### config.mk
export PLATFORM = sky130hd
export DESIGN_NAME = regfile_scoreboard
export DESIGN_NICKNAME = d
export VERILOG_FILES = /design/src/rtl/lc3b_types.sv /design/src/rtl/sb_counter.sv /design/src/rtl/regfile_scoreboard.sv
export SDC_FILE = /design/constraint.sdc
export NUM_CORES = 1
export LEC_CHECK = 0
export BUFFER_PORTS_ARGS = -buffer_cell sky130_fd_sc_hd__buf_2
export CAP_MARGIN = 10
export CORE_UTILIZATION = 65
export DETAILED_ROUTE_END_ITERATION = 10
export PLACE_DENSITY_LB_ADDON = 0.15
export SYNTH_ARGS = -nofsm -noshare
export SYNTH_HDL_FRONTEND = slang
export SYNTH_SLANG_ARGS = --single-unit
### constraint.sdc
create_clock -name clk -period 3.6 [get_ports clk]
set_input_delay 0.72 -clock clk [delete_from_list [all_inputs] [get_ports clk]]
set_output_delay 0.72 -clock clk [all_outputs]
set_load 0.05 [all_outputs]
### src/rtl/lc3b_types.sv
// Shared LC-3b datapath types plus register-file and scoreboard sizing constants.
package lc3b_types;
  typedef logic [15:0] lc3b_word;
  typedef logic [2:0]  lc3b_reg;

  localparam int LC3B_NUM_REGS = 8;
  localparam int LC3B_PEND_W   = 2;
endpackage

### src/rtl/sb_counter.sv
// Saturating up/down pending-write counter for a single register.
// Latency: count updates on the next clock edge. No backpressure; full/underflow are combinational flags.
// The owner keeps inc low while full, so saturation here only protects against wrap.
module sb_counter
  import lc3b_types::*;
#(
  parameter int W = LC3B_PEND_W
) (
  input  logic         clk,
  input  logic         reset_n,
  input  logic         inc,
  input  logic         dec,
  output logic [W-1:0] count,
  output logic         full,
  output logic         underflow
);

  assign full      = &count;
  assign underflow = dec && (count == '0);

  // Simultaneous inc and dec cancel; each direction alone saturates instead of wrapping.
  always_ff @(posedge clk or negedge reset_n) begin
    if (!reset_n) begin
      count <= '0;
    end else if (inc && !dec && !full) begin
      count <= count + 1'b1;
    end else if (dec && !inc && (count != '0)) begin
      count <= count - 1'b1;
    end
  end

endmodule

### src/rtl/regfile_scoreboard.sv
// R0-R7 register file with two combinational read ports and a per-register pending-write scoreboard.
// Latency: reads 0 cycles, writes visible the next cycle. Stall refuses issue on RAW hazards or a full counter.
// REGFILE_BYPASS_EN selects write-through reads and same-cycle release of a hazard resolved by writeback.
module regfile_scoreboard
  import lc3b_types::*;
#(
  parameter int       PEND_W    = LC3B_PEND_W,
  parameter lc3b_word RESET_VAL = 16'h0000
) (
  input  logic        clk,
  input  logic        reset_n,
  input  logic        wb_reg_load,
  input  logic [2:0]  wb_reg_dest,
  input  logic [15:0] wb_reg_data,
  input  logic [2:0]  id_sr1,
  input  logic [2:0]  id_sr2,
  input  logic        id_sr1_used,
  input  logic        id_sr2_used,
  input  logic [2:0]  id_dest,
  input  logic        id_dest_vld,
  input  logic        id_issue,
  output logic [15:0] id_sr1_data,
  output logic [15:0] id_sr2_data,
  output logic        stall,
  output logic        sb_err
);

  lc3b_word          regs [LC3B_NUM_REGS];
  logic [PEND_W-1:0] cnt  [LC3B_NUM_REGS];

  logic [LC3B_NUM_REGS-1:0] inc_vec;
  logic [LC3B_NUM_REGS-1:0] dec_vec;
  logic [LC3B_NUM_REGS-1:0] full_vec;
  logic [LC3B_NUM_REGS-1:0] uflow_vec;

  logic wb_hit1, wb_hit2, wb_hit_dest;
  logic resolve1, resolve2;
  logic hazard1, hazard2, saturate;
  logic issue_ok;
  logic sb_err_q;

  assign wb_hit1     = wb_reg_load && (wb_reg_dest == id_sr1);
  assign wb_hit2     = wb_reg_load && (wb_reg_dest == id_sr2);
  assign wb_hit_dest = wb_reg_load && (wb_reg_dest == id_dest);

`ifdef REGFILE_BYPASS_EN
  // The last outstanding write arriving now satisfies the reader through the bypass.
  assign resolve1    = wb_hit1 && (cnt[id_sr1] == PEND_W'(1));
  assign resolve2    = wb_hit2 && (cnt[id_sr2] == PEND_W'(1));
  assign id_sr1_data = wb_hit1 ? wb_reg_data : regs[id_sr1];
  assign id_sr2_data = wb_hit2 ? wb_reg_data : regs[id_sr2];
`else
  assign resolve1    = 1'b0;
  assign resolve2    = 1'b0;
  assign id_sr1_data = regs[id_sr1];
  assign id_sr2_data = regs[id_sr2];
`endif

  assign hazard1  = id_sr1_used && (cnt[id_sr1] != '0) && !resolve1;
  assign hazard2  = id_sr2_used && (cnt[id_sr2] != '0) && !resolve2;
  // A full counter can still accept a new issue when a writeback frees a slot this cycle.
  assign saturate = id_dest_vld && full_vec[id_dest] && !wb_hit_dest;
  assign stall    = hazard1 || hazard2 || saturate;
  assign issue_ok = id_issue && !stall;

  for (genvar i = 0; i < LC3B_NUM_REGS; i++) begin : g_cnt
    assign inc_vec[i] = issue_ok && id_dest_vld && (id_dest == lc3b_reg'(i));
    assign dec_vec[i] = wb_reg_load && (wb_reg_dest == lc3b_reg'(i));

    sb_counter #(
      .W (PEND_W)
    ) u_cnt (
      .clk       (clk),
      .reset_n   (reset_n),
      .inc       (inc_vec[i]),
      .dec       (dec_vec[i]),
      .count     (cnt[i]),
      .full      (full_vec[i]),
      .underflow (uflow_vec[i])
    );
  end

  always_ff @(posedge clk or negedge reset_n) begin
    if (!reset_n) begin
      for (int r = 0; r < LC3B_NUM_REGS; r++) begin
        regs[r] <= RESET_VAL;
      end
    end else if (wb_reg_load) begin
      regs[wb_reg_dest] <= wb_reg_data;
    end
  end

  always_ff @(posedge clk or negedge reset_n) begin
    if (!reset_n) begin
      sb_err_q <= 1'b0;
    end else if (|uflow_vec) begin
      sb_err_q <= 1'b1;
    end
  end

  assign sb_err = sb_err_q;

endmodule

==> impl_metrics.tcl <==
set metrics [dict create \
    syn_area_per_cell_sq_um 11.2 \
    area_growth_pct 14.6 \
    drive_gt1_share_pct 35.6 \
    startpoint "id_sr1[0]" \
    setup_slack_ps 487 \
    cp_max_fo 13 \
    grt_pass1_wl_microns 35900 \
    antenna_left 0 \
    total_power_mw 5.87 \
    fin_crit_sh_pct 86.5 \
    htreeDepth 4 \
    synthArstFlopShare_pct 100 \
    tightest_slew_ps 673 \
    min_path_type "in2async" \
    dieWidth_microns 114 \
    final_cell_mix "nand2_1 (224), dfrtp_1 (145), mux2_2 (96), buf_2 (67), mux4_2 (64)" \
    ir_drop_mv 0.557 \
    end_kind "primary output" \
    synth-seq-cells 145 \
    internal_power_mw 3.93 \
    clock_latency_ps 430 \
    slew_headroom_pct 55.2 \
    mappedNetlistArea_sq_um 8190 \
    cts.clk_slew.worst_paths_ps 60 \
    fill_cells 785 \
    swShare_pct 33.1 \
    slowest_stage "mux4_2" \
    comb_power_share_pct 27.3 \
    wl_per_cell_microns 23.4 \
    cpLargestDelayFamily "buffers and inverters" \
    die_h_microns 114 \
    crit_top_cell "buf_2" \
    power_frac_seq_pct 39.4 \
    leakage_nw 4.22 \
    hpwl_microns 14000 \
    finalWirelength_microns 22600 \
    path_class "in2out" \
    antenna_cells 0 \
    p_clk_share_pct 33.3 \
    whs_ps 296 \
    synthDistinctLibCells 48 \
    post-route-min-period_ps 3110 \
    die_area_sq_um 13000 \
    drt-initial-drc-count 719 \
    stdcell_count 965 \
    grt_start_max_net_pins 74 \
    firstDrtPassIters 5 \
    grt_use_met2_pct 59.0 \
    arrival_ps 2390 \
    slew_viol_final 0 \
    rsz0062_at_grt "no" \
    fin_area_sq_um 9380 \
    cts_buffers 17 \
    grt_pass1_vias 6639 \
    place_area_sq_um 8730 \
    yosysWarnings 0 \
    via_per_inst 6.76 \
    worstPathRequired_ps 2880 \
    globalRouteMet1Util_pct 50.7 \
    fin_util_pct 77.1 \
    post-cts-setup-buffers 0 \
    max_stage_delay_ps 520 \
    synthesis.nets 763 \
    finClkSkew_ps 7.02 \
    portBuffers 68 \
    cts_tree "yes" \
    cap_violations 0 \
    setup_viol 0 \
    path_cells "buf_2 > buf_4 > mux4_2 > mux2_2 > buf_2" \
    start_util_pct 67.3 \
    max_freq_ghz 0.321 \
    cts.sinks 145 \
    grt_antenna_before_repair 1 \
    dp.cells 934 \
    cts_root_buffer "clkbuf_16" \
    final_common_cell "nand2_1" \
    remaining_drc_errors 0 \
    busiest_layer "met2" \
    synth_edf_count 0 \
    cellPowerDensity_nw_per_um2 626 \
    yosys_most_used_dff "dfrtp_1" \
    postCtsHoldBufs 0 \
    status "complete, no violations" \
    track_usage_pct 37.7 \
    worst_setup_path_start_kind "primary input" \
    p_switching_mw 1.94 \
    rows 40 \
    finalSetupTns_ps 0 \
    cts_resized 0 \
    cp_num_buf_inv 3 \
    core_area_sq_um 12200 \
    num_vias 6525 \
    routabilityCongestion 0.935 \
    pre_cts_ws_ps 507 \
    rr_startpoint "g_cnt[0].u_cnt.count[0]" \
    cts.path.max_buffers 2 \
    finalNetCount 820 \
    ys_seq_area_share_pct 44.3 \
    hold_viol 0 \
    overflow 0 \
    grtUsageMet3_pct 9.58 \
    synthCells 728 \
    io_pins 69 \
]
## state kept, by name, indices dropped and copies added, names as in the netlist
name               cells
g_cnt.u_cnt.count     16
regs                 128
sb_err                 1
## area by class of cell
class | instances | area, sq um | share of cell area [%]
Inverter | 12 | 45.0 | 0.480
Clock buffer | 20 | 447 | 4.76
Clock inverter | 11 | 203 | 2.16
Tap cell | 168 | 210 | 2.24
Timing Repair Buffer | 91 | 582 | 6.20
Multi-Input combinational cell | 518 | 4270 | 45.5
Sequential cell | 145 | 3630 | 38.7
## synthesized netlist by cell type (3+ instances only)
cell	n	share of area, %
nand4_1	3	0.23
buf_2	13	0.79
xnor2_1	3	0.32
nand2_1	224	10
or3_1	7	0.53
buf_1	8	0.37
a2111o_1	4	0.55
nand3_1	14	0.86
o21ai_0	5	0.31
mux2_2	96	13
nor2b_1	5	0.38
or4_1	6	0.55
a31oi_1	3	0.23
nor4b_1	5	0.53
mux4_2	64	18
nor3_1	18	1.1
buf_6	4	0.55
o32ai_1	3	0.32
inv_1	11	0.50
a21oi_1	3	0.18
clkbuf_1	26	1.2
nor4_1	3	0.23
o211ai_1	5	0.46
or4b_1	3	0.37
and2_1	6	0.46
nand2b_1	4	0.31
nor2_1	7	0.32
a211o_1	5	0.53
dfrtp_1	145	44
## power groups by stage
stage	Clock [mW]	Sequential, mW	Combinational [mW]
2_1_floorplan	0	2.17	1.29
3_3_place_gp	0	2.26	1.52
3_5_place_dp	0	2.31	1.58
4_1_cts	1.97	2.30	1.60
5_1_grt	2.04	2.35	1.71
6_report	1.96	2.31	1.60
## per-layer routing
metal	up-vias	wire (microns)	share of wire (%)
met2	406	10900	48
li1	2741	-	-
met5	-	10	0.044
met3	70	2150	9.5
met4	2	710	3.1
met1	3306	8830	39
## worst reg2reg max path, stage by stage, from the launching register on
cell and delay [ps]:
dfrtp_1 490, nand2_1 130, a221oi_1 330, a32oi_1 130, o2111ai_2 280, buf_4 360
nor4_1 110, or3_1 390
## kinds of logic after synthesis
logic type / after synthesis / share of synthesized area (%)
simple gates: 310 / 16.5
mux: 160 / 30.8
flops: 145 / 44.3
compound gates: 45 / 4.43
buf+inv: 65 / 3.58
xor+xnor: 3 / 0.321
## path summary, 6_finish.rpt
path,endpoint,slack [ps],depth (start not counted)
max in group asynchronous,regs[16],2470,2
min in group clk,sb_err,500,2
worst max-delay path,id_sr1_data[15],490,5
worst min-delay path,regs[94],300,1
worst min register to register,sb_err,500,2
worst max register to register,g_cnt[0].u_cnt.count[0],1260,7
(Power assumes the default switching activity.)
